[src/rtl/cla_seq_adder_pkg.sv]
// Shared constants for the nibble-serial CLA adder: FSM encoding, slice width and
// the signed-overflow rule.
package cla_seq_adder_pkg;

   localparam int unsigned NIBW = 4;

   localparam logic [1:0] ST_IDLE = 2'd0;
   localparam logic [1:0] ST_RUN  = 2'd1;
   localparam logic [1:0] ST_DONE = 2'd2;

   // Overflow when both addends share a sign that the result does not.
   function automatic logic signed_ovf(input logic a_msb, input logic b_msb,
                                       input logic s_msb);
      return (a_msb == b_msb) && (s_msb != a_msb);
   endfunction

endpackage

[src/rtl/cla_seq_adder_cla4.sv]
// Purely combinational 4-bit carry-lookahead adder slice.
module CLA_4_bit
   import cla_seq_adder_pkg::*;
(
   input  logic [NIBW-1:0] a,
   input  logic [NIBW-1:0] b,
   input  logic            cin,
   output logic [NIBW-1:0] s,
   output logic            cout
);

   logic [NIBW-1:0] g;
   logic [NIBW-1:0] p;
   logic [NIBW:0]   c;

   always_comb begin
      g    = a & b;
      p    = a ^ b;
      c[0] = cin;
      c[1] = g[0] | (p[0] & cin);
      c[2] = g[1] | (p[1] & g[0]) | (p[1] & p[0] & cin);
      c[3] = g[2] | (p[2] & g[1]) | (p[2] & p[1] & g[0]) | (p[2] & p[1] & p[0] & cin);
      c[4] = g[3] | (p[3] & g[2]) | (p[3] & p[2] & g[1]) | (p[3] & p[2] & p[1] & g[0])
           | (p[3] & p[2] & p[1] & p[0] & cin);
      s    = p ^ c[NIBW-1:0];
      cout = c[NIBW];
   end

endmodule

[src/rtl/cla_seq_adder.sv]
// Multi-cycle add/subtract: one nibble per cycle through a single CLA slice, with the
// slice carry registered and fed into the next nibble.
module cla_seq_adder
   import cla_seq_adder_pkg::*;
#(
   parameter int WIDTH = 16
) (
   input  logic             clk,
   input  logic             rst_n,
   input  logic             start,
   input  logic [WIDTH-1:0] a,
   input  logic [WIDTH-1:0] b,
   input  logic             cin,
   input  logic             sub,
   output logic             busy,
   output logic             done,
   output logic [WIDTH-1:0] sum,
   output logic             cout,
   output logic             ovf
);

   localparam int NIB = WIDTH / NIBW;
   localparam int IW  = (NIB > 1) ? $clog2(NIB) : 1;
   localparam logic [IW-1:0] LAST = IW'(NIB - 1);

   logic [1:0]       state;
   logic [IW-1:0]    idx;
   logic [WIDTH-1:0] a_r;
   logic [WIDTH-1:0] b_r;
   logic             carry;
   logic [WIDTH-1:0] acc;
   logic [WIDTH-1:0] acc_next;
   logic [WIDTH-1:0] sum_r;
   logic             cout_r;
   logic             ovf_r;

   logic [NIBW-1:0]  nib_a;
   logic [NIBW-1:0]  nib_b;
   logic [NIBW-1:0]  nib_s;
   logic             nib_cout;
   logic             take;

   assign nib_a = a_r[NIBW*idx +: NIBW];
   assign nib_b = b_r[NIBW*idx +: NIBW];

   CLA_4_bit u_slice (
      .a    (nib_a),
      .b    (nib_b),
      .cin  (carry),
      .s    (nib_s),
      .cout (nib_cout)
   );

   // Accumulator with the current nibble merged in; becomes the full result on the last step.
   always_comb begin
      acc_next = acc;
      acc_next[NIBW*idx +: NIBW] = nib_s;
   end

   assign take = start && ((state == ST_IDLE) || (state == ST_DONE));

   always_ff @(posedge clk or negedge rst_n) begin
      if (!rst_n) begin
         state  <= ST_IDLE;
         idx    <= '0;
         a_r    <= '0;
         b_r    <= '0;
         carry  <= 1'b0;
         acc    <= '0;
         sum_r  <= '0;
         cout_r <= 1'b0;
         ovf_r  <= 1'b0;
      end else begin
         case (state)
            ST_RUN: begin
               acc   <= acc_next;
               carry <= nib_cout;
               idx   <= idx + 1'b1;
               if (idx == LAST) begin
                  state  <= ST_DONE;
                  idx    <= '0;
                  sum_r  <= acc_next;
                  cout_r <= nib_cout;
                  ovf_r  <= signed_ovf(a_r[WIDTH-1], b_r[WIDTH-1], acc_next[WIDTH-1]);
               end
            end
            ST_DONE: state <= ST_IDLE;
            default: state <= ST_IDLE;
         endcase
         if (take) begin
            state <= ST_RUN;
            idx   <= '0;
            a_r   <= a;
            b_r   <= b ^ {WIDTH{sub}};
            carry <= sub | cin;
            acc   <= '0;
         end
      end
   end

   assign busy = (state == ST_RUN);
   assign done = (state == ST_DONE);
   assign sum  = sum_r;
   assign cout = cout_r;
   assign ovf  = ovf_r;

endmodule

[config.mk]
export PLATFORM = sky130hd
export DESIGN_NAME = cla_seq_adder
export DESIGN_NICKNAME = d
export VERILOG_FILES = /design/src/rtl/cla_seq_adder_pkg.sv /design/src/rtl/cla_seq_adder_cla4.sv /design/src/rtl/cla_seq_adder.sv
export SDC_FILE = /design/constraint.sdc
export NUM_CORES = 1
export LEC_CHECK = 0
export CAP_MARGIN = 20
export CORE_MARGIN = 2
export CORE_UTILIZATION = 55
export CTS_CLUSTER_DIAMETER = 150
export DETAILED_ROUTE_END_ITERATION = 6
export PLACE_DENSITY = 0.83
export SYNTH_ARGS = -nofsm -noshare
export SYNTH_HDL_FRONTEND = slang
export SYNTH_SLANG_ARGS = --single-unit
[constraint.sdc]
create_clock -name clk -period 7.7 [get_ports clk]
set_input_delay 1.155 -clock clk [delete_from_list [all_inputs] [get_ports clk]]
set_output_delay 1.155 -clock clk [all_outputs]
set_load 0.02 [all_outputs]
# After elaboration in Yosys (flattened, before gate mapping)
# Index checks and enable logic that the tools add are counted.
[word_totals] reg_bits=71 output_inout_bits=20 word_cells=69
[classes] addsub=2 eq_ne=6 shifts=4 mux=11 bitwise_logic=31 reduce_logical=6
[op_table] operator="negator 4 -> 34 bit" n=1
[op_table] operator="variable shift 4 x 34 -> 16 bit (first input constant)" n=1
[op_table] operator="variable part select 4 x 34 -> 16 bit" n=1
[op_table] operator="two-way mux 16 bit" n=2
[op_table] operator="variable part select 16 x 5 -> 4 bit" n=2
[op_table] operator="bitwise AND 1 bit" n=16
[op_table] operator="bitwise mux 16 bit" n=1
[op_table] operator="XOR 16 bit" n=1
[op_table] operator="two-way mux 2 bit" n=6
[op_table] operator="bitwise OR 1 bit" n=11
[op_table] operator="XOR 4 bit" n=2
[op_table] operator="bitwise AND 4 bit" n=1
[op_table] operator="== test 2 bit (second input constant)" n=2
[op_table] operator="!= test 3 x 1 -> 1 bit (second input constant)" n=1
[op_table] operator="adder 2 x 1 -> 2 bit (second input constant)" n=1
[op_table] operator="== test 2 x 1 -> 1 bit (second input constant)" n=1
[op_table] operator="logical AND 1 bit" n=2
[op_table] operator="zero test 2 bit" n=1
[op_table] operator="two-way mux 1 bit" n=2
[op_table] operator="AND reduction 2 bit" n=1
[op_table] operator="nonzero test 2 bit" n=1
[op_table] operator="== test 1 bit" n=1
[op_table] operator="logical OR 1 bit" n=1
[op_table] operator="!= test 1 bit" n=1

# Logic depth before layout (Yosys ltp)
[depth] ltp_word=11 ltp_mapped=8 mapped_depth_nobuf=7

# By module
# A second synthesis with hierarchy kept.
[unflattened] cells_unflattened=336 hier_area_um2=3448.3
[by_module_without_submodules] module="cla_seq_adder" n_inst=1 cells_per_inst=319 area_per_inst_um2=3300.7 seq_area_each_um2=1776.7
[by_module_without_submodules] module="CLA_4_bit" n_inst=1 cells_per_inst=17 area_per_inst_um2=147.6 seq_area_each_um2=0.0

# Worst setup path after synthesis
# Ideal clock, no wire load.
[synth_timing] path_kind="register to register" startpoint="register idx[0]" endpoint="register acc[10]" setup_ns=0.121 arrival_ns=2.539 required_time_ns=7.579 slack_ns=5.040 path_stages_with_launch=8 path_buffers=1 cell_sequence="dfrtp_1 -> buf_2 -> mux4_2 -> ha_1 -> a21o_1 -> a211o_1 -> and3_1 -> a22o_1"
[synth_via] elab_chain_len=11 word_cells_on_any_way=26 cone_classes="add/sub (1); shift (4); mux (3); bitwise (18)"
[synth_lines] element="start, declared" line="cla_seq_adder.sv:27" source="logic [IW-1:0] idx;"
[synth_lines] element="start signal, assigned" line="cla_seq_adder.sv:78" source="idx <= idx + 1'b1;"
[synth_lines] element="variable part select 16 x 5 -> 4 bit, on equally long branches" line="cla_seq_adder.sv:43, cla_seq_adder.sv:44"
[synth_lines] element="XOR 4 bit / bitwise AND 4 bit (equally long branches)" line="cla_seq_adder_cla4.sv:18, cla_seq_adder_cla4.sv:17"
[synth_lines] element="bitwise AND 1 bit" line="cla_seq_adder_cla4.sv:22" source="c[3] = g[2] | (p[2] & g[1]) | (p[2] & p[1] & g[0]) | (p[2] & p[1] & p[0] & cin);"
[synth_lines] element="bitwise OR 1 bit / bitwise AND 1 bit (equally long branches) (2 in a row)" line="cla_seq_adder_cla4.sv:22"
[synth_lines] element="bitwise OR 1 bit" line="cla_seq_adder_cla4.sv:22"
[synth_lines] element="XOR 4 bit" line="cla_seq_adder_cla4.sv:25" source="s = p ^ c[NIBW-1:0];"
[synth_lines] element="variable part select 4 x 34 -> 16 bit" line="cla_seq_adder.sv:57" source="acc_next[NIBW*idx +: NIBW] = nib_s;"
[synth_lines] element="bitwise mux 16 bit (*)" line="cla_seq_adder.sv:57"
[synth_lines] element="two-way mux 16 bit (*)" line="cla_seq_adder.sv:74" source="case (state)"
[synth_lines] element="two-way mux 16 bit (*)" line="cla_seq_adder.sv:90" source="if (take) begin"
[synth_lines] element="end signal, assigned" line="cla_seq_adder.sv:76" source="acc <= acc_next;"
[synth_lines] element="end, declared" line="cla_seq_adder.sv:31" source="logic [WIDTH-1:0] acc;"
# Every way passes the cells marked *; elsewhere a longest branch is shown, timed or not. The select of a mux whose other input is x is not followed.
# A chain may end at the register's enable or synchronous reset.

# Worst setup path in the final report
[layout_timing] startpoint="register state[1]" endpoint="output busy"
[layout_via] elab_chain_len=1
[layout_lines] element="start, declared" line="cla_seq_adder.sv:26" source="logic [1:0] state;"
[layout_lines] element="start signal, assigned" line="cla_seq_adder.sv:64" source="state <= ST_IDLE;"
[layout_lines] element="start signal, assigned" line="cla_seq_adder.sv:80" source="state <= ST_DONE;"
[layout_lines] element="start signal, assigned" line="cla_seq_adder.sv:87" source="ST_DONE: state <= ST_IDLE;"
[layout_lines] element="== test 2 x 1 -> 1 bit" line="cla_seq_adder.sv:101" source="assign busy = (state == ST_RUN);"
[layout_lines] element="end, declared" line="cla_seq_adder.sv:15" source="output logic busy,"
# No other way between the ends.

==> impl_metrics.csv <==
group,metric,value,unit
synthesis,synth_largest_area_cell,"dfrtp_1",
sta,hold_ws,0.478,ns
global_route,grt.total_usage,22.8,%
synthesis,synth_top_cell_area_share,52.0,%
clocking,cts_max_level,3,
detailed_routing,drt-total-wl,7300,µm
run,maxCapViolCount,0,
worst_setup_path,path_class,"register to primary output",
hold_path,hold_class,"register to register",
placed_design,numPortBuffers,56,
global_route,gr-total-overflow,0,
sta,relSlewSlack,37.2,%
synthesis,syn_inst,330,
detailed_routing,dr.pass1.iters,4,
floorplan,die_w,82.9,µm
synthesis,ys_top_cells_by_area,"dfrtp_1, nand2_1, mux4_2",
layout,area_growth_syn_to_layout,23.5,%
global_route,grt_pass1_vias,2580,
global_route,antenna_found_initial,0,
sta,report.final.hold_viol_count,0,
detailed_routing,vias,2605,
global_route,grt_max_degree,72,
synthesis,synth_commonest_cells,"nand2_1, dfrtp_1, nor2_1, o21ai_0, xnor2_1",
clocking,tritoncts,"done",
worst_setup_path,worstRegToRegCells,6,
detailed_routing,drc,0,
detailed_routing,dr.first_iter.drc_count,228,
layout,diodes,0,
synthesis,yosysMostFrequentCell,"nand2_1",
synthesis,syn_area_per_cell,10.4,µm²
floorplan,row_count,28,
worst_setup_path,reg2reg_from,"idx[0]",
synthesis,yosys_warnings,0,
clocking,clock_sinks,71,
clocking,cts.path.max_buffers,2,
detailed_routing,drtAntennaViolNets,0,
floorplan,die_h,82.9,µm
clocking,cts_root_buffer,"clkbuf_8",
worst_setup_path,rrSetupSlack,4.75,ns
global_route,grt_pass1_wl,12500,µm
synthesis,ys_seq_elements,71,
layout,n_fill_cell,473,
power,peakVddDrop,0.000221,V
floorplan,boundaryPins,57,
sta,setup_tns,0,ns
sta,finalSetupViolCount,0,
placed_design,dp_hpwl,5150,µm
floorplan,core_area,5960,µm²
clocking,post-cts-setup-buffer-count,0,
synthesis,ys_types,39,
worst_setup_path,reg2reg_to,"acc[2]",
sta,skew,0.00872,ns
clocking,cts_buffers,9,
synthesis,syn_nets,378,
placed_design,gp_congestion,0.871,
floorplan,die-area,6860,µm²
clocking,worstSkewPairLatency,0.35,ns
hold_path,hp-start,"a_r[1]",
worst_setup_path,start_kind,"register",
hold_path,hold_path_depth,2,
clocking,cts.clk_slew.worst_paths,0.07,ns
status,status,"finished clean",
sta,rsz0062_at_grt,"no",
hold_path,min_to,"a_r[1]",
synthesis,async_reset_ff_share,100,%
power,p_leak,1.91,nW
sta,tightest_slew,0.939,ns
floorplan,start_util,57.4,%
sta,fmax,316,MHz
layout,final_layout_size_suffix_gt1_share,8.74,%
worst_setup_path,cp_max_fo,13,
synthesis,ys.flop_type,"dfrtp_1",
clocking,postCtsHoldBufs,0,
sta,fin_crit,3.17,ns
sta,min_period_over_period,41.1,%
clocking,cts_resized,0,
sta,maxSlewViolCount,0,
synthesis,syn_area,3420,µm²
power,p_per_area,467,nW/µm²
worst_setup_path,critPathRequiredTime,6.55,ns
layout,fin_nets,433,
detailed_routing,viasPerCell,5.61,
worst_setup_path,worst_ep_arrival_time,2.01,ns
synthesis,ys_seq_area_share,52.0,%
synthesis,synth_edf_count,0,
detailed_routing,routedWlPerCell,15.7,µm
worst_setup_path,critPathCaptureType,"primary output",
power by group:
part	internal [mW]	total, mW	switching, mW
sequential	0.543	0.665	0.122
combinational	0.416	1.01	0.590
clock	0.164	0.298	0.135
layout make-up:
class	count	area, µm²	area share (%)
sequential	71	1780	42.1
multi-input combinational	231	1530	36.2
tap	75	93.8	2.22
clock inverter	4	45.0	1.07
clock buffer	11	151	3.59
timing repair buffer	60	583	13.8
inverter	12	45.0	1.07
worst max-delay path, cell delays in order, from the launching register on:
cell and delay, ns:
dfrtp_1 0.38, nand2b_1 0.26, inv_1 0.35, clkdlybuf4s50_1 0.68
cell usage in the layout, fill, tap and decap left out, drive strengths merged, types with 4 or more instances in the layout:
cell and instances:
a21oi 10, a221oi 8, a22o 13, a32oi 4
buf 4, clkbuf 12, clkdlybuf4s50 55, dfrtp 71
ha 10, inv 12, mux4 8, nand2 75
nand4 5, nor2 25, o21ai 26, xnor2 17
kinds of logic after synthesis:
kind of cell    after synthesis  synth area share (%)
simple gates                122                  16.2
compound gates               73                  14.6
flops                        71                  52.0
buf+inv                      28                  3.40
xor+xnor                     17                  4.35
fa+ha+maj                    11                  4.24
mux                           8                  5.27
per-stage QoR:
stage	instances	cell area [µm²]	worst slack, ns	utilization, %	total power, mW
3_3_place_gp	448	4020	4.71	67.5	1.64
5_1_grt	464	4220	4.45	70.9	2.11
4_1_cts	463	4220	4.51	70.8	1.98
3_5_place_dp	448	4020	4.71	67.5	1.67
2_1_floorplan	330	3420	5.04	-	1.33
6_report	464	4220	4.53	70.9	1.97
per-layer routing:
layer,vias up,wire (µm),global-route usage [%]
met5,-,0,0
met2,82,3680,37.3
met4,0,61,9.24
met1,1253,3210,29.4
met3,6,356,5.57
li1,1264,-,-
flip-flops by register name, indices dropped and copies added, names as in the netlist:
register / flops
idx: 2
carry: 1
cout: 1
ovf: 1
b_r: 16
acc: 16
sum: 16
state: 2
a_r: 16
how the worst max path moves through the flow:
| stage | cells past startpoint | end | startpoint | slack [ns] |
|---|---|---|---|---|
| floorplan | 7 | acc[10] | idx[0] | 5.04 |
| finish | 3 | busy | state[1] | 4.53 |
| CTS | 3 | busy | state[1] | 4.51 |
| global placement | 5 | ovf | idx[0] | 4.71 |
| global route | 3 | busy | state[1] | 4.45 |
| detailed placement | 5 | ovf | idx[0] | 4.71 |
(Power assumes the default switching activity.)
